==> config.mk <==
export PLATFORM = sky130hd
export DESIGN_NAME = width_packer
export DESIGN_NICKNAME = d
export VERILOG_FILES = /design/src/rtl/width_packer_pkg.sv /design/src/rtl/pack_timeout_counter.sv /design/src/rtl/width_packer.sv
export SDC_FILE = /design/constraint.sdc
export NUM_CORES = 1
export LEC_CHECK = 0
export CAP_MARGIN = 0
export CORE_UTILIZATION = 55
export CTS_CLUSTER_DIAMETER = 40
export CTS_CLUSTER_SIZE = 8
export DETAILED_ROUTE_END_ITERATION = 8
export HOLD_SLACK_MARGIN = 0.08
export PLACE_DENSITY = 0.95
export SYNTH_ARGS = -nofsm -noshare
export SYNTH_HDL_FRONTEND = slang
export SYNTH_HIERARCHICAL = 1
export SYNTH_SLANG_ARGS = --single-unit
==> constraint.sdc <==
create_clock -name clk -period 4.04 [get_ports clk]
set_input_delay 1.212 -clock clk [delete_from_list [all_inputs] [get_ports clk]]
set_output_delay 1.212 -clock clk [all_outputs]
set_load 0.1 [all_outputs]
==> src/rtl/width_packer_pkg.sv <==
// Shared helpers for the width packer and its idle-flush timer.
// Latency: none (constants and constant functions only).
// Backpressure: not applicable.
package width_packer_pkg;

  // Bits needed by an idle timer that saturates at limit-1 (minimum 1 bit).
  function automatic int timer_width(input int limit);
    if (limit <= 2) return 1;
    return $clog2(limit);
  endfunction

endpackage

==> src/rtl/pack_timeout_counter.sv <==
// Idle timer: raises expired on the LIMIT-th consecutive enabled cycle.
// Latency: expired is combinational from the timer state and enable.
// Backpressure: none; clear has priority over counting, LIMIT=0 never expires.
module pack_timeout_counter
  import width_packer_pkg::*;
#(
  parameter int LIMIT = 16
) (
  input  logic clk,
  input  logic rst_n,
  input  logic clear,
  input  logic enable,
  output logic expired
);

  localparam int TW = timer_width(LIMIT);
  localparam logic [TW-1:0] LAST = (LIMIT == 0) ? '0 : TW'(LIMIT - 1);

  logic [TW-1:0] timer;

  // The register holds the number of idle cycles already completed, so the
  // current idle cycle is the LIMIT-th one when the register reads LIMIT-1.
  assign expired = (LIMIT != 0) && enable && (timer == LAST);

  // Count enabled cycles, saturating so a held-off flush keeps expired high.
  always_ff @(posedge clk) begin
    if (!rst_n) begin
      timer <= '0;
    end else if (clear) begin
      timer <= '0;
    end else if (enable && (timer != LAST)) begin
      timer <= timer + TW'(1);
    end
  end

endmodule

==> src/rtl/width_packer.sv <==
// Packs narrow valid/ready words into PACK_FACTOR-lane wide words with a lane count.
// Latency: completing or flushing accept at cycle t gives out_valid at t+1.
// Backpressure: in_ready drops while a full word or pending flush waits for the output slot.
module width_packer #(
  parameter int PACK_FACTOR   = 4,
  parameter int DATA_WIDTH    = 8,
  parameter int FLUSH_TIMEOUT = 16
) (
  input  logic                                clk,
  input  logic                                rst_n,
  input  logic [DATA_WIDTH-1:0]               in_data,
  input  logic                                in_valid,
  output logic                                in_ready,
  input  logic                                flush,
  output logic [PACK_FACTOR*DATA_WIDTH-1:0]   out_data,
  output logic [$clog2(PACK_FACTOR+1)-1:0]    out_count,
  output logic                                out_valid,
  input  logic                                out_ready
);

  localparam int COUNT_W = $clog2(PACK_FACTOR + 1);
  localparam int OUT_W   = PACK_FACTOR * DATA_WIDTH;
  localparam logic [COUNT_W-1:0] FULL_CNT = COUNT_W'(PACK_FACTOR);

  logic [COUNT_W-1:0] count;
  logic [COUNT_W-1:0] count_nxt;
  logic [OUT_W-1:0]   acc;
  logic [OUT_W-1:0]   acc_nxt;
  logic               pend;
  logic               accept;
  logic               slot_free;
  logic               has_data;
  logic               flush_evt;
  logic               load;
  logic               expired;
  logic               timer_clear;
  logic               timer_enable;

  assign in_ready  = rst_n && (count < FULL_CNT) && !pend;
  assign accept    = in_valid && in_ready;
  assign slot_free = !out_valid || out_ready;
  assign count_nxt = count + COUNT_W'(accept);
  assign has_data  = (count_nxt != '0);
  assign flush_evt = flush || expired;
  // A word leaves the accumulator when it is full or a flush is due, and the
  // output register is empty or being drained this cycle.
  assign load      = slot_free && has_data && ((count_nxt == FULL_CNT) || pend || flush_evt);

  // Accumulator image including this cycle's accepted word in lane count.
  always_comb begin
    acc_nxt = acc;
    for (int i = 0; i < PACK_FACTOR; i++) begin
      if (accept && (count == COUNT_W'(i))) begin
        acc_nxt[i*DATA_WIDTH +: DATA_WIDTH] = in_data;
      end
    end
  end

  assign timer_enable = (count != '0) && !accept;
  assign timer_clear  = accept || load || (count == '0);

  pack_timeout_counter #(
    .LIMIT (FLUSH_TIMEOUT)
  ) u_timeout (
    .clk     (clk),
    .rst_n   (rst_n),
    .clear   (timer_clear),
    .enable  (timer_enable),
    .expired (expired)
  );

  // Accumulator and pending flush: empty on load, otherwise keep filling; a
  // flush that finds the slot busy is remembered until the slot frees.
  always_ff @(posedge clk) begin
    if (!rst_n) begin
      count <= '0;
      acc   <= '0;
      pend  <= 1'b0;
    end else if (load) begin
      count <= '0;
      acc   <= '0;
      pend  <= 1'b0;
    end else begin
      count <= count_nxt;
      acc   <= acc_nxt;
      if (flush_evt && has_data) begin
        pend <= 1'b1;
      end
    end
  end

  // Output register: loads a packed word, otherwise holds until taken.
  always_ff @(posedge clk) begin
    if (!rst_n) begin
      out_valid <= 1'b0;
      out_data  <= '0;
      out_count <= '0;
    end else if (load) begin
      out_valid <= 1'b1;
      out_data  <= acc_nxt;
      out_count <= count_nxt;
    end else if (out_ready) begin
      out_valid <= 1'b0;
    end
  end

endmodule

==> results of run 1 <==
-- logic make-up (layout without fill, tap and decap cells) --
kind of cell	after synthesis	after routing
flops	76	76
simple gates	67	67
compound gates	45	45
mux	33	33
buf+inv	15	70
fa+ha+maj	3	3
xor+xnor	1	1
-- critical path: cells and delay by family --
family	cells	cell delay [ns]
buffers and inverters	3	0.86
and+or+nand+nor	1	0.25
-- path summary, 6_finish.rpt --
check               start      endpoint  slack [ns]  cells past startpoint
min reg2reg  out_data[28]  out_data[28]        0.47                      1
max reg2reg      count[2]  out_data[10]        1.60                      7
max                 rst_n      in_ready        0.51                      4
min          out_data[28]  out_data[28]        0.47                      1
-- Yosys cell counts, drive strengths merged (2+ instances only) --
cell type  number  area share [%]
nand2b          2            0.44
o21ai           2            0.35
nor3            5            0.88
nor2           40             6.1
dfxtp          76              53
mux2i          33              12
ha              3             1.3
and2            2            0.44
nand4           3            0.88
a21oi           4            0.70
buf            11             5.0
a22o            2            0.61
and3            2            0.66
nand2           3            0.39
o2bb2ai        33              10
clkbuf          2            0.66
inv             2            0.26
-- power groups by stage --
stage	sequential [W]	clock, W	combinational [W]
after floorplan	0.000838	0	0.000140
after global placement	0.000792	0	0.000218
after detailed placement	0.000793	0	0.000224
after CTS	0.000776	0.000510	0.000225
after global routing	0.000777	0.000553	0.000237
final	0.000775	0.000503	0.000225
-- layout make-up --
cell class | instances | area [um2] | share of cell area (%)
sequential | 76 | 1520 | 43.5
multi-input combinational | 149 | 1170 | 33.4
timing repair buffer | 52 | 548 | 15.7
clock buffer | 10 | 128 | 3.65
tap | 67 | 83.8 | 2.40
clock inverter | 6 | 40.0 | 1.15
inverter | 2 | 7.51 | 0.215
-- layer usage --
layer	GRT usage [%]	part of all wire, %
met1	30.2	46
met2	35.5	48
met3	4.74	4.7
met4	13.5	1.3
met5	0	0
-- registers in the layout (all words and copies together) (netlist names) --
signal / cells
out_data: 32
count: 3
out_count: 3
pend: 1
u_timeout/timer: 4
out_valid: 1
acc: 32
-- stage by stage --
stage	hold WS, ns	instance area (um2)	utilization [%]	power, W	worst slack [ns]
floorplan	0.456	2860	-	0.000977	0.207
global placement	0.450	3330	68.6	0.00101	0.388
detailed placement	0.448	3330	68.6	0.00102	0.270
CTS	0.473	3490	72.1	0.00151	0.504
global route	0.482	3490	72.1	0.00157	0.376
finish	0.469	3490	72.1	0.00150	0.510
==> metrics.md, run 1 <==
| Metric | Value |
|---|---|
| Layout cells sized above 1 | 12.2% |
| Detailed-route wire length per cell | roughly 16 um |
| IO buf count | 49 |
| DRT Pass-1 Iters | 4 |
| Max clock buf depth | 2 |
| Clock share of power | about 34% |
| Die area | 5480 um2 |
| Combinational group share of total power | ~15% |
| Syn Area/Cell | 11.9 um2 |
| Final WL | 5720 um |
| Crit path max fanout | 9 |
| Seq pwr share | 51.6% |
| Worst path cell trace | clkdlybuf4s50_1 -> buf_4 -> nor3b_2 -> buf_12 |
| Starting Density | 58.8% |
| Core Rows | 25 |
| Cells after Synth | 240 |
| Post-CTS Resized | 0 |
| Most common cell after layout, fill and taps aside | dfxtp_1 |
| Total GRT Usage | 23.1% |
| Max-Cap Viols | 0 |
| Main combinational cell family by area after synthesis | compound AO/OA/AOI/OAI gates |
| Post-synthesis mux area share | 12.0% |
| Fill cells | 341 |
| Clk Latency, worst-skew pair | about 0.35 ns |
| Switching Share | 29.2% |
| Antenna violations before repair | 0 |
| Crit share post-route | between 80% and 90% |
| Largest net degree at the start of global routing | 35 |
| Post-synthesis compound-gate area fraction | 13.6% |
| Leak | about 1.4 nW |
| VDD IR-drop max | 0.000281 V |
| Post-Synth XOR/XNOR Area | 0.570% |
| Hold/Removal Path Class | register to register |
| EDFF count, synth | 0 |
| First-pass GRT wire length | roughly 9000 um |
| DRT iter0 DRCs | between 150 and 200 |
| # H-tree levels | 3 |
| Post-Syn Area | around 2900 um2 |
| P per Cell Area | 430 nW/um2 |
| Vias | 1958 |
| Core ar. | 4850 um2 |
| Critical Path AT | 2.32 ns |
| Adder-Cell Fraction of Synth Area | under 10% |
| Clk pin slew, worst setup/hold paths | 0.08 ns |
| Clock Sink Count | 76 |
| Slew HR | between 30% and 40% |
| Setup TNS | 0 ns |
| Final HPWL DP | approximately 3700 um |
| Fin Clk Skew | 0.0140 ns |
| Slew Viols, Final | 0 |
| CTS buffer count | 9 |
| Syn. warnings | 6 |
| Most frequent cells in the layout | dfxtp_1 (76), clkdlybuf4s50_1 (48), nor2_1 (36) |
| RSZ-0062 raised after global routing | no |
| Die height | 74.0 um |
| Async set or reset register ratio after synthesis | 0% |
| Width of the die | 74.0 um |
| CP max stage cell | clkdlybuf4s50_1 |
| Flops & latches, synth | 76 |
| Worst-margin pin slew | approximately 0.98 ns |
| Area grow syn2layout | 22.5% |
| Vias per inst | 5.41 |
| Finished Layout Cells | between 300 and 400 |
| Fmax | 283 MHz |
| Cell-internal power | 0.00106 W |
| Post-synthesis sequential area ratio | 53.3% |
| Tmin final | 3.53 ns |
| Remaining Overflow, GRT | 0 |
| Simple-gate portion of the synthesized area | 13.2% |
| Final net count | 306 |
| Drt drc | 0 |
| # IOs | 50 |
| Required time worst endpoint | 2.83 ns |
| # diodes | 0 |
| TritonCTS clock tree | done |
| Startpoint types | input port |
| Synth Flop Type | dfxtp_1 |
| Synthesized Nets | 256 |
| Placed Cells | between 300 and 400 |
| Crit Path Class | input port to primary output |
| Final Setup Violations | 0 |
| Antenna Violating Nets Remaining | 0 |
| CP peak stage delay | between 0.4 and 0.5 ns |
| Final Hold Violating Endpoints | 0 |
| Vias in the first global route | 1884 |
| Hold Buf Count CTS | 0 |
| Switch Pwr | 0.000439 W |
| Setup bufs post-CTS | 0 |
| CP Capture Type | primary output |
| CTS root buf | clkbuf_8 |
| Status | finished clean |
| Yosys cell types | 41 |
| RePlAce Congestion | 0.830 |
Note: power is estimated with default switching activity, not from simulation.
==> run 2: changes to the inputs <==
--- a/config.mk
+++ b/config.mk
@@ -12,6 +12,7 @@
 export DETAILED_ROUTE_END_ITERATION = 8
 export HOLD_SLACK_MARGIN = 0.08
 export PLACE_DENSITY = 0.95
+export REMOVE_ABC_BUFFERS = 1
 export SYNTH_ARGS = -nofsm -noshare
 export SYNTH_HDL_FRONTEND = slang
 export SYNTH_HIERARCHICAL = 1
==> run 2 against run 1 <==
  * Critical path depth is 1 lower
  * Setup slack worse by 0.052 ns
  * Combinational power barely moved
  * Maximum frequency down 1.4%
  * Wire length rose by 2.2%
  * Sequential share of layout area is 0.31 points lower
  * Die area did not move
  * First-iteration DRC count fell by 28%
  * Critical path type unchanged
  * Critical endpoint unchanged
==> metrics.md, run 2 (same netlist as run 1, synthesis figures left out) <==
| Metric | Value |
|---|---|
| Core ar. | about 4800 um2 |
| Max clock buf depth | 2 |
| Setup TNS | 0 ns |
| Fmax | roughly 280 MHz |
| Final Setup Violations | 0 |
| Vias | approximately 2000 |
| Remaining Overflow, GRT | 0 |
| Hold path cells | 1 |
| DRT iter0 DRCs | 120 |
| P per Cell Area | 448 nW/um2 |
| Fin Clk Skew | 0.00866 ns |
| R2r startpoint | count[2] |
| Slew Viols, Final | 0 |
| CP Capture Type | primary output |
| Clk Latency, worst-skew pair | roughly 0.34 ns |
| Vias in the first global route | 1970 |
| # H-tree levels | 3 |
| Die height | 74.0 um |
| Width of the die | roughly 74 um |
| Drt drc | 0 |
| Crit path max fanout | 5 |
| Setup bufs post-CTS | 0 |
| Hold slack | 0.465 ns |
| Most frequent cells in the layout | dfxtp_1 (76), clkdlybuf4s50_1 (48), nor2_1 (36) |
| Required time worst endpoint | 2.83 ns |
| Fill cells | 312 |
| TritonCTS clock tree | done |
| Tmin final | 3.58 ns |
| VDD IR-drop max | 0.000252 V |
| Startpoint types | input port |
| First-pass GRT wire length | 9280 um |
| Slew HR | a little over a third |
| Final WL | 5840 um |
| Top flop regs | acc: 32 flops, out_data: 32 flops, u_timeout/timer: 4 flops |
| CTS buffer count | 9 |
| Worst R2R Setup Slack | approximately 1.6 ns |
| Placed Cells | approximately 350 |
| Area grow syn2layout | 23.4% |
| Reg2reg end | out_data[19] |
| Total GRT Usage | 23.1% |
| Clock Sink Count | 76 |
| # IOs | 50 |
| Antenna Violating Nets Remaining | 0 |
| RSZ-0062 raised after global routing | no |
| Crit Path Class | input port to primary output |
| Largest net degree at the start of global routing | 35 |
| Max-Cap Viols | 0 |
| IO buf count | slightly below 50 |
| Vias per inst | approximately 5.5 |
| Post-CTS Resized | 0 |
| Final HPWL DP | 3730 um |
| Layout cells sized above 1 | 12.2% |
| Critical Path AT | ~2.4 ns |
| Worst Hold End | out_data[27] |
| Die area | around 5500 um2 |
| R2r worst-path depth | 7 |
| # diodes | 0 |
| Crit share post-route | 88.7% |
| Hold path startpoint | out_data[27] |
| DRT Pass-1 Iters | 4 |
| CTS root buf | clkbuf_8 |
| Status | finished clean |
| Finished Layout Cells | 363 |
| Clk pin slew, worst setup/hold paths | 0.07 ns |
| Hold/Removal Path Class | register to register |
| RePlAce Congestion | 0.754 |
| Starting Density | 58.8% |
| Overall Power | 0.00158 W |
| Antenna violations before repair | 0 |
| Detailed-route wire length per cell | 16.1 um |
| Core Rows | 25 |
| Worst-margin pin slew | 0.974 ns |
| End-of-flow core utilization | 72.6% |
| Most common cell after layout, fill and taps aside | dfxtp_1 |
| Final net count | 307 |
| Final Hold Violating Endpoints | 0 |
| Leak | 1.39 nW |
| Hold Buf Count CTS | 0 |
-- run 2: per-layer routing --
metal	GRT usage, %	share of wire [%]	vias to the layer above
li1	-	-	968
met1	29.1	46	968
met2	37.4	48	61
met3	6.23	5.0	8
met4	9.62	1.5	0
met5	0	0	-
-- run 2: final cells by class --
class                           instances  area, um2  share of cell area (%)
Timing Repair Buffer                   53        543                    15.4
Sequential cell                        76       1520                    43.2
Inverter                                2       7.51                   0.213
Tap cell                               67       83.8                    2.38
Multi-Input combinational cell        149       1160                    33.0
Clock inverter                          4       47.5                    1.35
Clock buffer                           12        155                    4.41
-- run 2: power breakdown --
| group | leakage (nW) | internal [W] | switching [W] |
|---|---|---|---|
| Clock | 0.102 | 0.000317 | 0.000259 |
| Sequential | 0.613 | 0.000765 | 0.00000997 |
| Combinational | 0.669 | 0.0000738 | 0.000150 |
| Total | 1.39 | 0.00116 | 0.000419 |
-- run 2: worst max-delay path, cell delays in order --
cell	delay (ns)
clkdlybuf4s50_1	0.55
nor3b_1	0.38
buf_12	0.23
-- run 2: how the worst max path moves through the flow --
stage | startpoint | endpoint | slack [ns] | cells after the start
finish | rst_n | in_ready | 0.46 | 3
global route | rst_n | out_data[19] | 0.33 | 9
CTS | rst_n | in_ready | 0.45 | 3
detailed placement | rst_n | out_data[19] | 0.17 | 9
global placement | rst_n | out_data[27] | 0.32 | 9
floorplan | rst_n | in_ready | -0.57 | 1
-- run 2: through the flow --
step,instance area (um2),setup WS [ns]
after floorplan,2690,-0.566
after global placement,3320,0.323
after detailed placement,3320,0.173
after CTS,3520,0.446
after global routing,3520,0.331
final,3520,0.458
